`config.mk`:
```
export PLATFORM = sky130hd
export DESIGN_NAME = keypad_scanner
export DESIGN_NICKNAME = d
export VERILOG_FILES = /design/src/rtl/keypad_scanner.sv
export SDC_FILE = /design/constraint.sdc
export NUM_CORES = 1
export LEC_CHECK = 0
export CORE_ASPECT_RATIO = 0.6
export CORE_MARGIN = 2
export CORE_UTILIZATION = 53
export DETAILED_ROUTE_END_ITERATION = 12
export PLACE_DENSITY_LB_ADDON = 0.1
export SLEW_MARGIN = 5
export SYNTH_ARGS = -nofsm -noshare
export SYNTH_HDL_FRONTEND = slang
export SYNTH_SLANG_ARGS = --single-unit
```
`constraint.sdc`:
```
create_clock -name CLOCK_25 -period 3.3 [get_ports CLOCK_25]
set_input_delay 0.495 -clock CLOCK_25 [delete_from_list [all_inputs] [get_ports CLOCK_25]]
set_output_delay 0.495 -clock CLOCK_25 [all_outputs]
set_load 0.01 [all_outputs]
```
`src/rtl/keypad_scanner.sv`:
```
// 4x4 matrix keypad scanner: walks one active-low column at a time, counts pressed keys per
// full scan and debounces the single-key result into a registered key code.
`timescale 1ns/1ps

module keypad_scanner #(
    parameter int unsigned SCAN_DIV       = 25000,
    parameter int unsigned DEBOUNCE_SCANS = 8
) (
    input  logic       CLOCK_25,
    input  logic       RESET_N,
    input  logic [3:0] rows,
    output logic [3:0] cols,
    output logic [3:0] keys,
    output logic       key_valid,
    output logic       key_press
);

    localparam int unsigned DW = $clog2(SCAN_DIV);
    localparam int unsigned SW = $clog2(DEBOUNCE_SCANS + 1);
    localparam logic [DW-1:0] DWELL_LAST = DW'(SCAN_DIV - 1);
    localparam logic [SW-1:0] STAB_MAX   = SW'(DEBOUNCE_SCANS);

    logic [3:0]    r_rows_meta;
    logic [3:0]    r_rows_sync;
    logic [DW-1:0] r_dwell;
    logic [1:0]    r_col;
    logic [3:0]    r_cols;
    logic [1:0]    r_cnt;
    logic [3:0]    r_code;
    logic          r_cand_valid;
    logic [3:0]    r_cand_code;
    logic [SW-1:0] r_stab;
    logic [3:0]    r_keys;
    logic          r_key_valid;
    logic          r_key_press;

    logic [3:0]    w_pressed;
    logic [2:0]    w_col_cnt;
    logic [3:0]    w_col_code;
    logic          w_col_hit;
    logic [2:0]    w_tot;
    logic [1:0]    w_cnt_sat;
    logic [3:0]    w_code_acc;
    logic          w_res_valid;
    logic [3:0]    w_res_code;
    logic          w_res_same;
    logic          w_res_new;
    logic [SW-1:0] w_stab_next;
    logic          w_dwell_end;
    logic          w_scan_end;

    function automatic logic [3:0] key_map(input logic [1:0] row, input logic [1:0] col);
        logic [3:0] code;
        case ({row, col})
            4'h0: code = 4'd1;
            4'h1: code = 4'd2;
            4'h2: code = 4'd3;
            4'h3: code = 4'd10;
            4'h4: code = 4'd4;
            4'h5: code = 4'd5;
            4'h6: code = 4'd6;
            4'h7: code = 4'd11;
            4'h8: code = 4'd7;
            4'h9: code = 4'd8;
            4'hA: code = 4'd9;
            4'hB: code = 4'd12;
            4'hC: code = 4'd14;
            4'hD: code = 4'd0;
            4'hE: code = 4'd15;
            default: code = 4'd13;
        endcase
        return code;
    endfunction

    assign w_dwell_end = (r_dwell == DWELL_LAST);
    assign w_scan_end  = w_dwell_end && (r_col == 2'd3);

    always_comb begin
        w_pressed  = ~r_rows_sync;
        w_col_cnt  = '0;
        w_col_code = '0;
        w_col_hit  = 1'b0;
        for (int r = 0; r < 4; r++) begin
            if (w_pressed[r]) begin
                w_col_cnt  = w_col_cnt + 3'd1;
                w_col_code = key_map(2'(r), r_col);
                w_col_hit  = 1'b1;
            end
        end
        // Key count saturates at 2: anything beyond one key is already ambiguous.
        w_tot       = w_col_cnt + {1'b0, r_cnt};
        w_cnt_sat   = (w_tot >= 3'd2) ? 2'd2 : w_tot[1:0];
        w_code_acc  = w_col_hit ? w_col_code : r_code;
        w_res_valid = (w_cnt_sat == 2'd1);
        w_res_code  = w_res_valid ? w_code_acc : 4'd0;
        w_res_same  = ({w_res_valid, w_res_code} == {r_cand_valid, r_cand_code});
        w_res_new   = ({w_res_valid, w_res_code} != {r_key_valid, r_keys});
        if (!w_res_same) begin
            w_stab_next = SW'(1);
        end else if (r_stab == STAB_MAX) begin
            w_stab_next = r_stab;
        end else begin
            w_stab_next = r_stab + SW'(1);
        end
    end

    always_ff @(posedge CLOCK_25) begin
        if (!RESET_N) begin
            r_rows_meta  <= 4'hF;
            r_rows_sync  <= 4'hF;
            r_dwell      <= '0;
            r_col        <= 2'd0;
            r_cols       <= 4'b1110;
            r_cnt        <= 2'd0;
            r_code       <= 4'd0;
            r_cand_valid <= 1'b0;
            r_cand_code  <= 4'd0;
            r_stab       <= '0;
            r_keys       <= 4'd0;
            r_key_valid  <= 1'b0;
            r_key_press  <= 1'b0;
        end else begin
            r_rows_meta <= rows;
            r_rows_sync <= r_rows_meta;
            r_key_press <= 1'b0;
            if (w_dwell_end) begin
                r_dwell <= '0;
                r_col   <= r_col + 2'd1;
                r_cols  <= {r_cols[2:0], r_cols[3]};
                if (w_scan_end) begin
                    r_cnt        <= 2'd0;
                    r_code       <= 4'd0;
                    r_cand_valid <= w_res_valid;
                    r_cand_code  <= w_res_code;
                    r_stab       <= w_stab_next;
                    if ((w_stab_next == STAB_MAX) && w_res_new) begin
                        r_keys      <= w_res_code;
                        r_key_valid <= w_res_valid;
                        r_key_press <= w_res_valid;
                    end
                end else begin
                    r_cnt  <= w_cnt_sat;
                    r_code <= w_code_acc;
                end
            end else begin
                r_dwell <= r_dwell + DW'(1);
            end
        end
    end

    assign cols      = r_cols;
    assign keys      = r_keys;
    assign key_valid = r_key_valid;
    assign key_press = r_key_press;

endmodule

```
== Yosys cells after proc, flatten, opt, wreduce, memory -nomap -nowiden ==
Cells that the tools add are included.
Operators by class
  add/subtract/negate cells: 7
  multipliers: 0
  div/mod/pow operators: 0
  order comparisons: 1
  equal/unequal tests: 9
  shift operators: 0
  muxes and demuxes: 23
  bitwise operators: 2
  reductions and logical operators: 7
Operators with widths (count)
  4-bit case mux with 4 select lines: 3
  4-bit two-way mux: 9
  15-bit by 1-bit adder with 15-bit output, second input constant: 1
  15-bit == test, second input constant: 1
  4-bit case mux with 3 select lines: 1
  3-bit by 1-bit adder with 3-bit output, second input constant: 3
  3-bit two-way mux: 3
  4-bit == test, second input constant: 2
  5-bit == test: 1
  1-bit two-way mux: 5
  5-bit != test: 1
  4-bit by 1-bit adder with 4-bit output, second input constant: 1
  2-bit by 1-bit == test with 1-bit output, second input constant: 2
  2-bit == test, second input constant: 2
  2-bit two-way mux: 2
  4-bit inverter: 1
  4-bit AND reduction: 1
  3-bit by 2-bit adder with 3-bit output: 1
  3-bit by 2-bit >= comparator with 1-bit output, second input constant: 1
  3-bit AND reduction: 1
  2-bit by 1-bit adder with 2-bit output, second input constant: 1
  1-bit logical AND: 2
  2-bit logical NOT: 1
  2-bit AND reduction: 1
  2 further kinds: 2
Storage, ports and cells
  register bits after elaboration: 50
  latch bits: 0
  memory bits (writable): 0
  bits in read-only memories: 0
  input port bits: 6
  output and inout port bits: 10
  memories: 0

== Longest topological paths before layout ==
Gate-level depths: netlist (run 1).
  depth after elaboration: 18
  depth in mapped cells: 15
  gate-level depth less buffers: 13

== Worst setup path before layout (run 1) ==
No wires, ideal clock.
  path type: register -> register
  from: reg r_rows_sync[1]
  to: reg r_key_valid, in the netlist key_valid
  arrival: 3587 ps
  required time: 3228 ps
  path slack: -358 ps
  stages on the path, launching flop included: 13
  buffers on the path: 0
  cells stage by stage: dfxtp_1 inv_1 ha_1 xnor2_1 ha_1 mux2_2 fa_1 xnor3_1 nor3_1 o211ai_2 a221o_1 a211oi_4 mux2i_1
On the way
  longest elaborated chain between the ends: 16
  elaborated cells between the ends (all ways): 24
  those cells by class: 3 x add/sub; 1 x order compare; 4 x eq/ne; 13 x mux; 1 x bitwise; 2 x reduce/logical
Ends and longest elaborated chain
  from (decl): RTL line 24  | logic [3:0] r_rows_sync;
  from (signal assigned): RTL line 124  | r_rows_sync <= r_rows_meta;
  4-bit inverter (*): RTL line 79  | w_pressed = ~r_rows_sync;
  3-bit two-way mux: RTL line 84  | if (w_pressed[r]) begin
  3-bit by 1-bit adder with 3-bit output: RTL line 85  | w_col_cnt = w_col_cnt + 3'd1;
  3-bit two-way mux: RTL line 84
  3-bit by 1-bit adder with 3-bit output: RTL line 85
  3-bit two-way mux: RTL line 84
  3-bit by 2-bit adder with 3-bit output: RTL line 91  | w_tot = w_col_cnt + {1'b0, r_cnt};
  3-bit by 2-bit >= comparator with 1-bit output: RTL line 92  | w_cnt_sat = (w_tot >= 3'd2) ? 2'd2 : w_tot[1:0];
  2-bit two-way mux: RTL line 92
  2-bit by 1-bit == test with 1-bit output: RTL line 94  | w_res_valid = (w_cnt_sat == 2'd1);
  4-bit two-way mux: RTL line 95  | w_res_code = w_res_valid ? w_code_acc : 4'd0;
  5-bit == test: RTL line 96  | w_res_same = ({w_res_valid, w_res_code} == {r_cand_valid, r_cand_code});
  4-bit two-way mux: RTL line 98  | if (!w_res_same) begin
  4-bit == test: RTL line 136  | if ((w_stab_next == STAB_MAX) && w_res_new) begin
  1-bit logical AND: RTL line 136
  3-bit AND reduction (no line)
  to (signal assigned): RTL line 138  | r_key_valid <= w_res_valid;
  to (decl): RTL line 34  | logic r_key_valid;
Every way passes the cells marked *; elsewhere a longest branch is shown, timed or not.
A chain may end at the register's enable or synchronous reset.

== Final worst setup path (run 1) ==
Ends and elaborated chain as after synthesis.

==> impl_metrics.json, run 1 <==
{
  "path_cells": "inv_4, ha_4, xnor2_4, ha_1, mux2_4, fa_2, xnor3_2, or3_1, o211ai_1, buf_4, o41ai_4, a211oi_4, buf_6, mux2i_1",
  "vias_per_cell": 5.66,
  "reg2regPathDepth": 14,
  "synth_edf_count": 0,
  "core_um2": 4710,
  "ir_drop_mv": 0.216,
  "path_max_fanout": 5,
  "grt_max_degree": 30,
  "worstHoldStart": "r_rows_meta[3]$_SDFF_PN1_",
  "fin_skew_ns": 0.00982,
  "num_vias": 2315,
  "ant_nets": 0,
  "violations": "negative setup slack",
  "ff2ff_setup_slack_ns": -0.15,
  "synth_top_area_frac": 0.376,
  "fin_area_um2": 3330,
  "grt_overflow_total": 0,
  "hpwl_mm": 4.65,
  "syn_nets": 323,
  "cts_hold_buf": 0,
  "worstHoldPathType": "reg -> reg",
  "worst_slack_ns": -0.153,
  "worst_slew_pin_slew_ns": 0.589,
  "synth_seq_cells": 50,
  "antenna_found_initial": 0,
  "drc_errors": 0,
  "cp_slowest_cell": "dfxtp_4",
  "worstHoldEndpoint": "r_rows_sync[3]$_SDFF_PN1_",
  "cts_max_path_buffers": 2,
  "max_freq_mhz": 290,
  "drt_pre_antenna_iters": 5,
  "synthDistinctLibCells": 53,
  "avgSynthCellArea_um2": 8.75,
  "drt-initial-drc-count": 193,
  "clockRootBuffer": "clkbuf_8",
  "rr_startpoint": "r_rows_sync[1]$_SDFF_PN1_",
  "hold-path-cell-count": 1,
  "rows": 19,
  "p_leak_uw": 0.00126,
  "cp-start-kind": "flip-flop",
  "status": "finished, violations left",
  "h-tree-depth": 2,
  "cts_sinks": 50,
  "drv_slew": 0,
  "io_buffer_count": 15,
  "crit_type": "reg -> reg",
  "rsz0062_at_grt": "true",
  "cts_made_buffers": 5,
  "wl_mm": 6.63,
  "dieArea_um2": 5620,
  "netlist_area_um2": 2660,
  "drv_cap": 0,
  "arrival_ns": 3.68,
  "crit_required_ns": 3.53,
  "nets": 364,
  "num_antenna_cells": 0,
  "setup_viol_count_final": 7,
  "grt_use_total": 0.251,
  "clkLatencyLatePin_ns": 0.31,
  "clk_pin_slew_ns": 0.09,
  "wl_per_cell_um": 16.2,
  "die_x_um": 95.5,
  "drive_above_1_share": 0.191,
  "placed_cell_area_um2": 3040,
  "critPathMaxStageDelay_ns": 0.38,
  "ys_warn_count": 0,
  "slew_headroom": 0.602,
  "netlist_instances": 304,
  "grt_pass1_vias": 2147,
  "r2r-end": "key_valid$_SDFFE_PN0P_",
  "synth_top_area_cell": "dfxtp_1",
  "synthFlopType": "dfxtp_1",
  "grt_pass1_wl_mm": 10.6,
  "die_h_um": 58.9,
  "yosys-top-cells-area": "dfxtp_1, nand2_1, ha_1",
  "place_congestion": 0.853,
  "final.period_utilization": 1.05,
  "syn_to_final_growth_pct": 25.2,
  "report.final.hold_viol_count": 0,
  "synth_seq_area_share": 0.376,
  "crit_path_end_kind": "flip-flop",
  "dp_cells": 394,
  "io_pins": 16,
  "power.density_nw_per_um2": 363,
  "cts_tree": "done",
  "initial_core_util": 0.565,
  "min_period_ns": 3.45,
  "final_cells": 409,
  "synthArstFlopShare": 0
}
## sequential cells by signal, summed over array words and instances, names as in the netlist
register	flops
cols	4
key_press	1
key_valid	1
keys	4
r_cand_code	4
r_cand_valid	1
r_cnt	2
r_code	4
r_col	2
r_dwell	15
r_rows_meta	4
r_rows_sync	4
r_stab	4
## through the flow
stage                     setup WS, ns  power [uW]  TNS, ns  utilization  hold slack (ns)
final                           -0.153        1210   -0.724        0.708            0.424
after global routing            -0.286        1250    -1.98        0.708            0.462
after CTS                       -0.107        1190   -0.453        0.687            0.427
after detailed placement        -0.279         758    -2.40        0.646            0.405
after global placement          -0.223         758    -1.93        0.646            0.395
after floorplan                -0.0122         716  -0.0611            -            0.386
## worst max-delay path by stage
stage / from / end / slack (ns) / depth (start not counted)
after detailed placement: r_rows_sync[1]$_SDFF_PN1_ / key_valid$_SDFFE_PN0P_ / -0.28 / 13
final: r_rows_sync[1]$_SDFF_PN1_ / key_valid$_SDFFE_PN0P_ / -0.15 / 14
after global routing: r_rows_sync[1]$_SDFF_PN1_ / key_valid$_SDFFE_PN0P_ / -0.29 / 14
after floorplan: r_rows_sync[0]$_SDFF_PN1_ / key_valid$_SDFFE_PN0P_ / -0.01 / 12
after global placement: r_rows_sync[0]$_SDFF_PN1_ / keys[2]$_SDFFE_PN0P_ / -0.22 / 14
after CTS: r_rows_sync[0]$_SDFF_PN1_ / key_valid$_SDFFE_PN0P_ / -0.11 / 14
## cell usage after synthesis, types with 2 or more instances
cell type and instances:
a2111oi_1 2, a211oi_1 3, a21boi_0 2, a21oi_1 8, a31oi_1 5, and2_1 2
and3_1 5, buf_2 2, buf_6 2, clkbuf_1 6, dfxtp_1 50, ha_1 12
inv_1 9, mux2i_1 11, nand2_1 41, nand2b_1 11, nand3_1 15, nand3b_1 2
nand4_1 5, nor2_1 28, nor2b_1 5, nor3_1 5, nor3b_1 2, nor4b_1 2
o211ai_1 6, o211ai_2 2, o21a_1 2, o21ai_0 12, o31ai_1 2, or3_1 5
xnor2_1 9, xor2_1 10
## power by group
| part | switching (uW) | internal (uW) | leakage, uW | total (uW) |
|---|---|---|---|---|
| registers | 6.48 | 610 | 0.000405 | 617 |
| clock network | 203 | 227 | 0.0000524 | 430 |
| logic | 84.7 | 78.2 | 0.000804 | 163 |
## area by class of cell
class,count,area (um^2)
clock buffer,7,76.3
clock inverter,1,30.0
fill,350,1380
inverter,9,36.3
multi-input combinational,235,1720
sequential,50,1010
tap,63,78.8
timing repair buffer,44,387
## per-layer routing
metal  GRT usage  wire length [um]  up-vias
li1            -                 -     1145
met1       0.380              3480     1085
met2       0.359              2720       76
met3      0.0563               373        9
met4      0.0673                66        0
met5           0                 0        -
## what timing repair did
item                                   4_1_cts  5_1_grt
setup endpoints to repair                   10       10
pin swaps                                    5       14
buffers inserted                             3        4
resized for setup                           13       16
endpoints found under the hold margin        0        0
## layout by cell type, fill, tap and decap left out, types with 5 or more instances in the layout
cell             count
o21ai_1              5
ha_1                10
clkbuf_8             5
xor2_1              10
buf_4               24
o21ai_0              8
inv_1                7
mux2i_1             11
nand2_1             41
dfxtp_1             48
and3_1               5
nand2b_1            10
o211ai_1             6
buf_6                5
xnor2_1              6
nor2_1              27
a21oi_1              7
nand4_1              5
nand3_1             14
nor2b_1              5
clkdlybuf4s50_1     15
## worst max-delay path, delay by kind of cell (launching register included)
kind            cells  cell delay, ns
fa+ha+maj           3            0.87
buf+inv             3            0.38
xor+xnor            2            0.41
simple gates        1            0.34
flops               1            0.38
mux                 2            0.47
compound gates      3            0.54
## kinds of logic after synthesis
group	synth area share
AND/OR/NAND/NOR	0.254
AO/OA/AOI/OAI	0.155
flip-flops	0.376
XOR/XNOR	0.0710
buffers and inverters	0.0334
adder cells (fa/ha/maj)	0.0640
multiplexers	0.0456
Power figures use the tool's default switching activity.
==> run 2: changes to the inputs <==
SKIP_CTS_REPAIR_TIMING = 1   (was default)
TNS_END_PERCENT = 30   (was default)
==> run 2 against run 1 <==
The flow still finishes with violations (negative setup slack). Clock-buffer cell count stayed put. Sequential power hardly changed. Hold slack hardly changed. Core utilization is 2.2 points lower. Clock power hardly changed. Clock skew is 0.0038 ns lower. Combinational power is 12% lower. Fmax is 0.52% lower. Critical path depth stayed put. Critical path type unchanged. Critical endpoint unchanged.
==> impl_metrics.json, run 2 (synthesized netlist as in run 1, its figures left out) <==
{
  "violations": "negative setup slack",
  "path_max_fanout": 7,
  "drive_above_1_share": 0.155,
  "report.final.hold_viol_count": 0,
  "nets": 359,
  "hold-path-cell-count": 1,
  "grt_use_total": 0.239,
  "num_antenna_cells": 0,
  "clk_pin_slew_ns": 0.09,
  "worstHoldEndpoint": "r_rows_sync[3]$_SDFF_PN1_",
  "crit_required_ns": 3.54,
  "core_um2": 4710,
  "worstHoldStart": "r_rows_meta[3]$_SDFF_PN1_",
  "cts_max_path_buffers": 2,
  "wl_mm": 6.30,
  "final_common_cell": "dfxtp_1",
  "num_vias": 2300,
  "syn_to_final_growth_pct": 21.3,
  "die_h_um": 58.9,
  "max_freq_mhz": 288,
  "crit_path_end_kind": "flip-flop",
  "hpwl_mm": 4.65,
  "clkLatencyLatePin_ns": 0.31,
  "vias_per_cell": 5.69,
  "slew_headroom": 0.591,
  "power.density_nw_per_um2": 370,
  "worst_slew_pin_slew_ns": 0.604,
  "final.period_utilization": 1.05,
  "fin_skew_ns": 0.00597,
  "post-layout-total-power_uw": 1190,
  "ant_nets": 0,
  "drc_errors": 0,
  "ir_drop_mv": 0.204,
  "rows": 19,
  "grt_pass1_vias": 2060,
  "min_period_ns": 3.47,
  "io_pins": 16,
  "reg2regPathDepth": 14,
  "cp-start-kind": "flip-flop",
  "r2r-end": "key_valid$_SDFFE_PN0P_",
  "rr_startpoint": "r_rows_sync[1]$_SDFF_PN1_",
  "drv_cap": 0,
  "final_cells": 404,
  "p_leak_uw": 0.00121,
  "drv_slew": 0,
  "n_fill_cell": 377,
  "dp_cells": 394,
  "antenna_found_initial": 0,
  "hold_ws_ns": 0.424,
  "clockRootBuffer": "clkbuf_8",
  "die_x_um": 95.5,
  "worstHoldPathType": "reg -> reg",
  "h-tree-depth": 2,
  "dp_slack_ns": -0.279,
  "io_buffer_count": 15,
  "crit_type": "reg -> reg",
  "cts_tree": "done",
  "drt_pre_antenna_iters": 4,
  "place_congestion": 0.853,
  "rsz0062_at_grt": "true",
  "grt_max_degree": 30,
  "cts_made_buffers": 5,
  "wl_per_cell_um": 15.6,
  "initial_core_util": 0.565,
  "grt_overflow_total": 0,
  "worst_slack_ns": -0.171,
  "ff2ff_setup_slack_ns": -0.17,
  "drt-initial-drc-count": 144,
  "final_util": 0.686,
  "status": "finished, violations left",
  "arrival_ns": 3.71,
  "regMostFlops": "r_dwell",
  "grt_pass1_wl_mm": 10.1,
  "final_cell_mix": "dfxtp_1, nand2_1, nor2_1",
  "setup_viol_count_final": 10,
  "largest_reg_flops": 15,
  "cts_sinks": 50,
  "dieArea_um2": 5620
}
## run 2: critical path: stages (launching register included)
cell and delay, ns:
dfxtp_4 0.38, inv_4 0.04, ha_4 0.29, xnor2_4 0.11, ha_1 0.24, mux2_4 0.28, fa_2 0.33, xnor3_2 0.31
a211oi_4 0.31, buf_6 0.16, xnor2_4 0.11, nand4_1 0.20, a211oi_4 0.27, buf_6 0.17, mux2i_1 0.19
## run 2: how the worst max path moves through the flow
stage	startpoint	to	slack, ns	depth (start not counted)
final	r_rows_sync[1]$_SDFF_PN1_	key_valid$_SDFFE_PN0P_	-0.17	14
after global routing	r_rows_sync[1]$_SDFF_PN1_	key_valid$_SDFFE_PN0P_	-0.33	14
after CTS	r_rows_sync[1]$_SDFF_PN1_	key_valid$_SDFFE_PN0P_	-0.34	13
after detailed placement	r_rows_sync[1]$_SDFF_PN1_	key_valid$_SDFFE_PN0P_	-0.28	13
after global placement	r_rows_sync[0]$_SDFF_PN1_	keys[2]$_SDFFE_PN0P_	-0.22	14
after floorplan	r_rows_sync[0]$_SDFF_PN1_	key_valid$_SDFFE_PN0P_	-0.01	12
## run 2: cell type report
cell class	instances	area (um^2)	share of cell area
Clock buffer	7	76.3	0.0237
Clock inverter	1	30.0	0.00931
Inverter	9	36.3	0.0112
Multi-Input combinational cell	235	1660	0.515
Sequential cell	50	1010	0.312
Tap cell	63	78.8	0.0244
Timing Repair Buffer	39	338	0.105
## run 2: power breakdown
group | internal (uW) | switching [uW]
Clock | 227 | 206
Combinational | 65.6 | 77.7
Sequential | 610 | 6.25
## run 2: metal layers
layer	up-vias	track usage	wire length, um
li1	1142	-	-
met1	1083	0.375	3380
met2	66	0.323	2460
met3	9	0.0576	382
met4	0	0.0633	76
met5	-	0	0
## run 2: metrics by stage
stage / area [um^2] / TNS (ns)
after floorplan: 2700 / -0.0611
after global placement: 3040 / -1.93
after detailed placement: 3040 / -2.40
after CTS: 3150 / -2.88
after global routing: 3230 / -2.91
final: 3230 / -1.15
